[config.mk]
export PLATFORM = sky130hd
export DESIGN_NAME = id_issue_ctrl
export DESIGN_NICKNAME = d
export VERILOG_FILES = /design/src/rtl/id_issue_ctrl.sv
export SDC_FILE = /design/constraint.sdc
export NUM_CORES = 1
export LEC_CHECK = 0
export ABC_AREA = 0
export CAP_MARGIN = 20
export CORE_MARGIN = 5
export CORE_UTILIZATION = 45
export DETAILED_ROUTE_END_ITERATION = 16
export DONT_BUFFER_PORTS = 1
export PLACE_DENSITY_LB_ADDON = 0.3
export SLEW_MARGIN = 15
export SYNTH_ARGS = -nofsm -noshare
export SYNTH_HDL_FRONTEND = slang
export SYNTH_SLANG_ARGS = --single-unit
[constraint.sdc]
create_clock -name clk -period 2.35 [get_ports clk]
set_clock_uncertainty 0.05 [all_clocks]
set_input_delay 0.235 -clock clk [delete_from_list [all_inputs] [get_ports clk]]
set_output_delay 0.235 -clock clk [all_outputs]
set_load 0.01 [all_outputs]
[src/rtl/id_issue_ctrl.sv]
// Decode-side issue controller: decodes register usage, interlocks RAW hazards
// against an rd-tracking shift pipeline, and issues into ID/EX registers.
module id_issue_ctrl #(
    parameter int WB_LAT = 3
) (
    input  logic        clk,
    input  logic        rst,
    input  logic [31:0] if_id_instruction,
    input  logic [31:0] if_id_pc_out,
    input  logic        if_id_ins_valid,
    input  logic        flush,
    output logic        id_ins_ready,
    output logic [4:0]  id_ex_rs1,
    output logic [4:0]  id_ex_rs2,
    output logic [4:0]  id_ex_rd,
    output logic [31:0] id_ex_pc_out,
    output logic        id_ex_ins_valid,
    output logic        id_stall
);

    localparam logic [6:0] OPC_OP     = 7'b0110011;
    localparam logic [6:0] OPC_OP_IMM = 7'b0010011;
    localparam logic [6:0] OPC_LOAD   = 7'b0000011;
    localparam logic [6:0] OPC_JALR   = 7'b1100111;
    localparam logic [6:0] OPC_STORE  = 7'b0100011;
    localparam logic [6:0] OPC_BRANCH = 7'b1100011;
    localparam logic [6:0] OPC_LUI    = 7'b0110111;
    localparam logic [6:0] OPC_AUIPC  = 7'b0010111;
    localparam logic [6:0] OPC_JAL    = 7'b1101111;

    logic [6:0] opcode;
    logic       rs1_used;
    logic       rs2_used;
    logic       rd_used;
    logic [4:0] rs1_dec;
    logic [4:0] rs2_dec;
    logic [4:0] rd_dec;

    logic       rs1_hit;
    logic       rs2_hit;
    logic       hazard;
    logic       issue;

    logic [WB_LAT-1:0][4:0] pend_q;
    logic [WB_LAT-1:0][4:0] pend_d;

    logic [4:0]  id_ex_rs1_q,       id_ex_rs1_d;
    logic [4:0]  id_ex_rs2_q,       id_ex_rs2_d;
    logic [4:0]  id_ex_rd_q,        id_ex_rd_d;
    logic [31:0] id_ex_pc_out_q,    id_ex_pc_out_d;
    logic        id_ex_ins_valid_q, id_ex_ins_valid_d;

    // Immediate and funct bits play no part in issue decisions.
    logic unused_instr_bits;
    assign unused_instr_bits = ^{if_id_instruction[31:25], if_id_instruction[14:12]};

    assign opcode = if_id_instruction[6:0];

    always_comb begin
        // NOTE: every output of a combinational block gets a default first, so no
        // path through the case leaves it unassigned and infers a latch.
        rs1_used = 1'b0;
        rs2_used = 1'b0;
        rd_used  = 1'b0;
        case (opcode)
            OPC_OP: begin
                rs1_used = 1'b1;
                rs2_used = 1'b1;
                rd_used  = 1'b1;
            end
            OPC_OP_IMM, OPC_LOAD, OPC_JALR: begin
                rs1_used = 1'b1;
                rd_used  = 1'b1;
            end
            OPC_STORE, OPC_BRANCH: begin
                rs1_used = 1'b1;
                rs2_used = 1'b1;
            end
            OPC_LUI, OPC_AUIPC, OPC_JAL: begin
                rd_used = 1'b1;
            end
            default: ;
        endcase
    end

    assign rs1_dec = rs1_used ? if_id_instruction[19:15] : 5'd0;
    assign rs2_dec = rs2_used ? if_id_instruction[24:20] : 5'd0;
    assign rd_dec  = rd_used  ? if_id_instruction[11:7]  : 5'd0;

    // Unused sources decode to x0, and a nonzero source can never equal an empty
    // (zero) entry, so the x0 check alone keeps both from interlocking.
    always_comb begin
        rs1_hit = 1'b0;
        rs2_hit = 1'b0;
        for (int i = 0; i < WB_LAT; i++) begin
            if (pend_q[i] == rs1_dec) rs1_hit = 1'b1;
            if (pend_q[i] == rs2_dec) rs2_hit = 1'b1;
        end
    end

    assign hazard = if_id_ins_valid & ~flush &
                    ((rs1_hit & (rs1_dec != 5'd0)) | (rs2_hit & (rs2_dec != 5'd0)));
    assign issue  = if_id_ins_valid & ~flush & ~hazard;

    assign id_stall     = hazard;
    assign id_ins_ready = issue | flush | ~if_id_ins_valid;

    always_comb begin
        pend_d    = '0;
        pend_d[0] = issue ? rd_dec : 5'd0;
        for (int i = 1; i < WB_LAT; i++) begin
            pend_d[i] = pend_q[i-1];
        end
    end

    always_comb begin
        id_ex_ins_valid_d = issue;
        id_ex_rs1_d       = issue ? rs1_dec      : 5'd0;
        id_ex_rs2_d       = issue ? rs2_dec      : 5'd0;
        id_ex_rd_d        = issue ? rd_dec       : 5'd0;
        id_ex_pc_out_d    = issue ? if_id_pc_out : 32'd0;
    end

    // NOTE: sequential state uses non-blocking assignments only. The tracker is
    // cleared on reset too: stale entries would interlock the first new instruction.
    always_ff @(posedge clk) begin
        if (!rst) begin
            pend_q            <= '0;
            id_ex_ins_valid_q <= 1'b0;
            id_ex_rs1_q       <= 5'd0;
            id_ex_rs2_q       <= 5'd0;
            id_ex_rd_q        <= 5'd0;
            id_ex_pc_out_q    <= 32'd0;
        end else begin
            pend_q            <= pend_d;
            id_ex_ins_valid_q <= id_ex_ins_valid_d;
            id_ex_rs1_q       <= id_ex_rs1_d;
            id_ex_rs2_q       <= id_ex_rs2_d;
            id_ex_rd_q        <= id_ex_rd_d;
            id_ex_pc_out_q    <= id_ex_pc_out_d;
        end
    end

    assign id_ex_ins_valid = id_ex_ins_valid_q;
    assign id_ex_rs1       = id_ex_rs1_q;
    assign id_ex_rs2       = id_ex_rs2_q;
    assign id_ex_rd        = id_ex_rd_q;
    assign id_ex_pc_out    = id_ex_pc_out_q;

endmodule

==> metrics.md, run 1 <==
| Metric | Value |
|---|---|
| Outcome | `finished clean` |
| I/O Pins | `118` |
| Final Net Count | `375` |
| Yosys Warn Count | `0` |
| CTS tree | `yes` |
| Post-Syn Instances | `269` |
| Vias in the first global route | `1912` |
| Register area share after synthesis | `49.44%` |
| Iteration-0 DRC Markers | `101` |
| N_diodes | `0` |
| Synth Flop Type | `dfxtp_1` |
| Syn_area_per_cell | `8.730 um2` |
| CP required | `2.07 ns` |
| Cts repair resizes | `0` |
| Critical Path Slowest Stage Cell | `dfxtp_1` |
| Share of cells above drive strength 1 | `9.295%` |
| Largest fanout on the critical path | `4` |
| Num CTS Buffers | `9` |
| Final Wtd Congestion | `0.7696` |
| Worst setup EP type | `output pin` |
| IO Port Bufs | `0` |
| Core area | `5075 um2` |
| Synth Cell Area | `2349 um2` |
| DP HPWL | `4091 um` |
| Mapped Nets | `337` |
| Relative max-transition margin | `60.16%` |
| Setup violators final | `0` |
| Root Buffer | `clkbuf_8` |
| Top cells by area, synth | `dfxtp_1 49%, nand2_1 8.5%, xor2_1 6.7%, nor2_1 6.6%, xnor2_1 3.4%` |
| Initial antenna violation count | `0` |
| Global route overflow | `0` |
| Setup crit end | `id_stall` |
| Synth top area share | `49.44%` |
| VDD IR max | `0.0004458 V` |
| Placed cell areas | `2364 um2` |
| Async SR Flop Fraction | `0%` |
| DRC viols | `0` |
| PnR worst setup slack | `0.1864 ns` |
| Wire length per cell | `16.61 um` |
| Via count | `1893` |
| Synthesis-to-finish area growth | `29.62%` |
| DRT Pass-1 Iters | `4` |
| CTS sink cnt | `58` |
| Final WL | `6344 um` |
| Critical Setup Path Class | `reg -> out` |
| Die X | `82.24 um` |
| Post-CTS setup buffers | `0` |
| Endpoints failing hold | `0` |
| RSZ-0062 raised after global routing | `false` |
| Hold Slack | `0.08919 ns` |
| Max stage delay on crit path | `0.35 ns` |
| Clock transition at path regs | `0.07 ns` |
| Period utilisation layout | `92.07%` |
| DIE HEIGHT | `82.24 um` |
| Die area | `6763 um2` |
| Pwr dens | `694.3 nW/um2` |
| Reg2Reg Capture Point | `id_ex_rs2[4]` |
| Peak Freq | `462.2 MHz` |
| Dpl ws | `0.2284 ns` |
| CP arrival | `1.88 ns` |
| All-Layer GR Usage | `19.70%` |
| Worst setup SP type | `flip-flop` |
| P_leak | `1.213 nW` |
| CP Launch Point | `pend_q[14]` |
| Total negative setup slack | `0 ns` |
| Yosys cell types | `35` |
| Critical path cell sequence | `xor2_1 > o22ai_1 > a22oi_1 > o22a_1 > o2111ai_4 > and2_1` |
| Slew Limit Fails | `0` |
| Min Tclk post-route | `2.164 ns` |
| Hold path startpoint | `if_id_instruction[20]` |
| R2r startpoint | `pend_d[14]` |
| Yosys reg bits | `58` |
| Site row count | `26` |
| Max_cap viols | `0` |
| Tightest Hold Check Type | `in -> reg` |
| First-pass GRT wire length | `9618 um` |
| CTS max path bufs | `2` |
| ANT nets after route | `0` |
| Largest net degree at the start of global routing | `34` |
| Clk_lat worst skew | `0.33 ns` |
| Top cells by count, synth | `58 x dfxtp_1, 53 x nand2_1, 41 x nor2_1` |
| Number of flops mapped to enable cells by yosys | `0` |
| DR vias/cell | `4.955` |
| Reg2reg setup slack | `0.49 ns` |
| Final instance area | `3044 um2` |
| Synth area leader | `dfxtp_1` |
| Worst-Margin Slew | `0.5961 ns` |
| R2R depth | `7` |
| CTS H-tree lvls | `3` |
| Count leader, synth | `dfxtp_1` |
| Post-layout util | `59.99%` |
| Initial core utilization | `46.28%` |
stage by stage:
step | power, W | cells
after detailed placement | 0.001112 | 319
after CTS | 0.002124 | 382
after floorplan | 0.001111 | 269
final | 0.002113 | 382
after global routing | 0.002202 | 382
after global placement | 0.001111 | 319
cells in the final DEF (no fill, tap or decap), types with 2 or more instances in the layout:
cell and n:
clkinv_4 2, o22ai_1 3, buf_4 2, dfxtp_1 58, nand3_1 5, nor2_1 41
nor3_1 11, nand2_1 53, and2_1 12, nor2b_1 2, nand4_1 3, dlygate4sd3_1 47
a211o_1 3, xnor2_1 9, clkbuf_8 10, inv_6 2, nand3b_1 5, xor2_1 18
nor3_2 5, a22oi_1 2
worst min path at each step:
stage	end	slack, ns	depth (start not counted)
after floorplan	id_ex_pc_out[0]	0.30	2
after global placement	id_ex_pc_out[17]	0.30	2
after detailed placement	id_ex_pc_out[22]	0.30	2
after CTS	id_ex_rs2[0]	0.08	2
after global routing	id_ex_rs2[0]	0.08	2
final	id_ex_rs2[0]	0.09	2
sequential cells by signal (all words and copies together) (netlist names):
| register | cells |
|---|---|
| id_ex_rd | 5 |
| id_ex_ins_valid | 1 |
| pend_d | 5 |
| id_ex_rs1 | 5 |
| id_ex_pc_out | 32 |
| id_ex_rs2 | 5 |
| pend_q | 5 |
cell families (layout without fill, tap and decap cells):
| logic type | Yosys count | in the layout | synth area share [%] |
|---|---|---|---|
| AOI/OAI and AO/OA | 16 | 16 | 6.180 |
| buffers and inverters | 23 | 66 | 5.061 |
| DFF | 58 | 58 | 49.44 |
| and+or+nand+nor | 145 | 145 | 29.25 |
| xor gates and xnor gates | 27 | 27 | 10.07 |
repair_timing:
| item | in CTS | in global routing |
|---|---|---|
| setup endpoints to repair | 0 | 0 |
| hold endpoints to repair | 56 | 0 |
| hold buffers | 47 | 0 |
routing by layer:
| metal | share of wire [%] | vias up | GRT usage (%) |
|---|---|---|---|
| li1 | - | 943 | - |
| met1 | 39 | 869 | 21.16 |
| met2 | 51 | 71 | 34.46 |
| met3 | 8.5 | 10 | 8.568 |
| met4 | 1.2 | 0 | 6.478 |
| met5 | 0 | - | 0 |
area by class of cell:
class,count,area [um2]
clock buffer,10,137.6
clock inverter,6,72.57
fill,452,2031
multi-input combinational,188,1080
sequential,58,1161
tap,70,87.58
timing repair buffer,50,505.5
power by group:
group,switching (W),internal [W],total [W]
clock network,0.000426,0.000529,0.000955
registers,0.0000159,0.000999,0.00102
logic,0.0000581,0.0000859,0.000144
worst max-delay path: cells and delay by family, from the launching register on:
family | cells | cell delay (ns)
compound gates | 4 | 0.81
xor+xnor | 1 | 0.15
flops | 1 | 0.35
simple gates | 1 | 0.23
(Power assumes the default switching activity.)
==> run 2, diff against run 1 <==
- clock period: 2.35 -> 2.6 ns (I/O delays scaled with it)
==> metrics.md, run 2 (synthesized netlist as in run 1, its figures left out) <==
| Metric | Value |
|---|---|
| Outcome | `finished clean` |
| Wire length per cell | `16.31 um (-1.8%)` |
| Worst setup EP type | `output pin` |
| Period utilisation layout | `90.51%` |
| Fillcell total | `431 (-4.6%)` |
| Total negative setup slack | `0 ns (unchanged)` |
| Share of cells above drive strength 1 | `9.615% (+0.32 points)` |
| CP arrival | `2.04 ns (+0.16 ns)` |
| Leading cell type in the layout, fill and taps excluded | `dfxtp_1` |
| CTS H-tree lvls | `3 (unchanged)` |
| Clk_lat worst skew | `0.33 ns (about the same)` |
| Worst setup SP type | `flip-flop` |
| Setup violators final | `0 (unchanged)` |
| Pwr dens | `626.1 nW/um2 (-9.8%)` |
| Initial antenna violation count | `0 (unchanged)` |
| Max stage delay on crit path | `0.40 ns (+0.05 ns)` |
| Critical Setup Path Class | `reg -> out` |
| N_diodes | `0 (unchanged)` |
| Via count | `1890 (-0.16%)` |
| DP HPWL | `4069 um (-0.54%)` |
| First-pass GRT wire length | `9604 um (-0.15%)` |
| DIE HEIGHT | `82.24 um (unchanged)` |
| DR vias/cell | `4.948 (-0.16%)` |
| Global route overflow | `0 (unchanged)` |
| Site row count | `26 (unchanged)` |
| Peak Freq | `424.9 MHz` |
| Clock transition at path regs | `0.07 ns (about the same)` |
| Worst-Margin Slew | `0.6006 ns (+0.004469 ns)` |
| P_leak | `1.214 nW (+0.10%)` |
| Final WL | `6230 um (-1.8%)` |
| RSZ-0062 raised after global routing | `false` |
| Initial core utilization | `46.28% (unchanged)` |
| Die X | `82.24 um (unchanged)` |
| I/O Pins | `118 (unchanged)` |
| Largest fanout on the critical path | `11 (+7)` |
| Min Tclk post-route | `2.353 ns` |
| Most frequent cells in the layout | `58 x dfxtp_1, 53 x nand2_1, 46 x dlygate4sd3_1` |
| Post-CTS setup buffers | `0 (unchanged)` |
| Root Buffer | `clkbuf_8` |
| Synthesis-to-finish area growth | `29.52% (about the same)` |
| DRT Pass-1 Iters | `4 (unchanged)` |
| Final Wtd Congestion | `0.8154 (+6.0%)` |
| Core area | `5075 um2 (unchanged)` |
| Slew Limit Fails | `0 (unchanged)` |
| Number of flip-flops in the largest register | `32 (unchanged)` |
| Tot Pwr | `0.001904 W (-9.9%)` |
| IO Port Bufs | `0 (unchanged)` |
| CTS tree | `yes` |
| Max_cap viols | `0 (unchanged)` |
| Endpoints failing hold | `0 (unchanged)` |
| Hold buffers post-CTS | `45 (-4.3%)` |
| DRC viols | `0 (unchanged)` |
| Die area | `6763 um2 (unchanged)` |
| Critical Path Slowest Stage Cell | `o2111ai_4` |
| CP required | `2.29 ns (+0.22 ns)` |
| Vias in the first global route | `1953 (+2.1%)` |
| Relative max-transition margin | `59.86% (-0.30 points)` |
| VDD IR max | `0.0004081 V (-8.4%)` |
| Final Net Count | `375 (unchanged)` |
| Num CTS Buffers | `9 (unchanged)` |
| Tightest Hold Check Type | `in -> reg` |
| Largest net degree at the start of global routing | `33 (-2.9%)` |
| Critical path cell sequence | `xor2_1 > o22ai_1 > a22oi_1 > o22a_1 > o2111ai_4 > and2_1` |
| Post-layout util | `59.94% (about the same)` |
| ANT nets after route | `0 (unchanged)` |
| Cts repair resizes | `0 (unchanged)` |
| Iteration-0 DRC Markers | `114 (+13%)` |
| All-Layer GR Usage | `19.46% (-0.24 points)` |
| CTS max path bufs | `2 (unchanged)` |
| CTS sink cnt | `58 (unchanged)` |
[run 2: cell count changes in the layout (fill, tap and decap cells not counted), sizes merged]
cell and change:
buf +1, dlygate4sd3 -1
[run 2: per-stage QoR]
stage               hold WS (ns)  std cells  setup WS (ns)  cell area (um2)
finish                   0.01712        382         0.2467             3042
global route            0.002710        382        0.09244             3042
CTS                    0.0005067        381         0.2233             3032
detailed placement        0.3276        320         0.3983             2371
global placement          0.3247        320         0.3923             2371
floorplan                 0.3238        269         0.5187             2349
[run 2: cell type report]
type                    instances  area [um2]  share of cell area (%)
clock inverters                 6       72.57                   2.386
clock buffers                  10       137.6                   4.525
flip-flops and latches         58        1161                   38.17
repair buffers                 50       503.0                   16.54
multi-input cells             188        1080                   35.50
well taps                      70       87.58                   2.879
[run 2: worst paths after layout]
| path | start | to | slack, ns | cells after the start |
|---|---|---|---|---|
| hold / removal | if_id_instruction[19] | id_ex_rs1[4] | 0.02 | 2 |
| setup reg to reg | pend_d[14] | id_ex_rd[4] | 0.60 | 7 |
| hold reg to reg | pend_d[13] | pend_q[13] | 0.47 | 1 |
| setup / recovery | pend_q[14] | id_stall | 0.25 | 6 |
[run 2: worst max-delay path, delay by kind of cell, from the launching register on]
kind                      cells  cell delay [ns]
xor gates and xnor gates      1             0.16
AOI/OAI and AO/OA             4             0.96
and+or+nand+nor               1             0.24
DFF                           1             0.35
[run 2: report_power, final]
group | internal [W] | switching [W]
Combinational | 0.0000768 | 0.0000516
Clock | 0.000478 | 0.000381
Sequential | 0.000903 | 0.0000143
Total | 0.00146 | 0.000446
[run 2: routing by layer]
metal | global-route usage [%] | share of wire [%]
met5 | 0 | 0
met2 | 32.05 | 50
met4 | 6.811 | 1.7
met3 | 10.20 | 8.8
met1 | 21.31 | 40
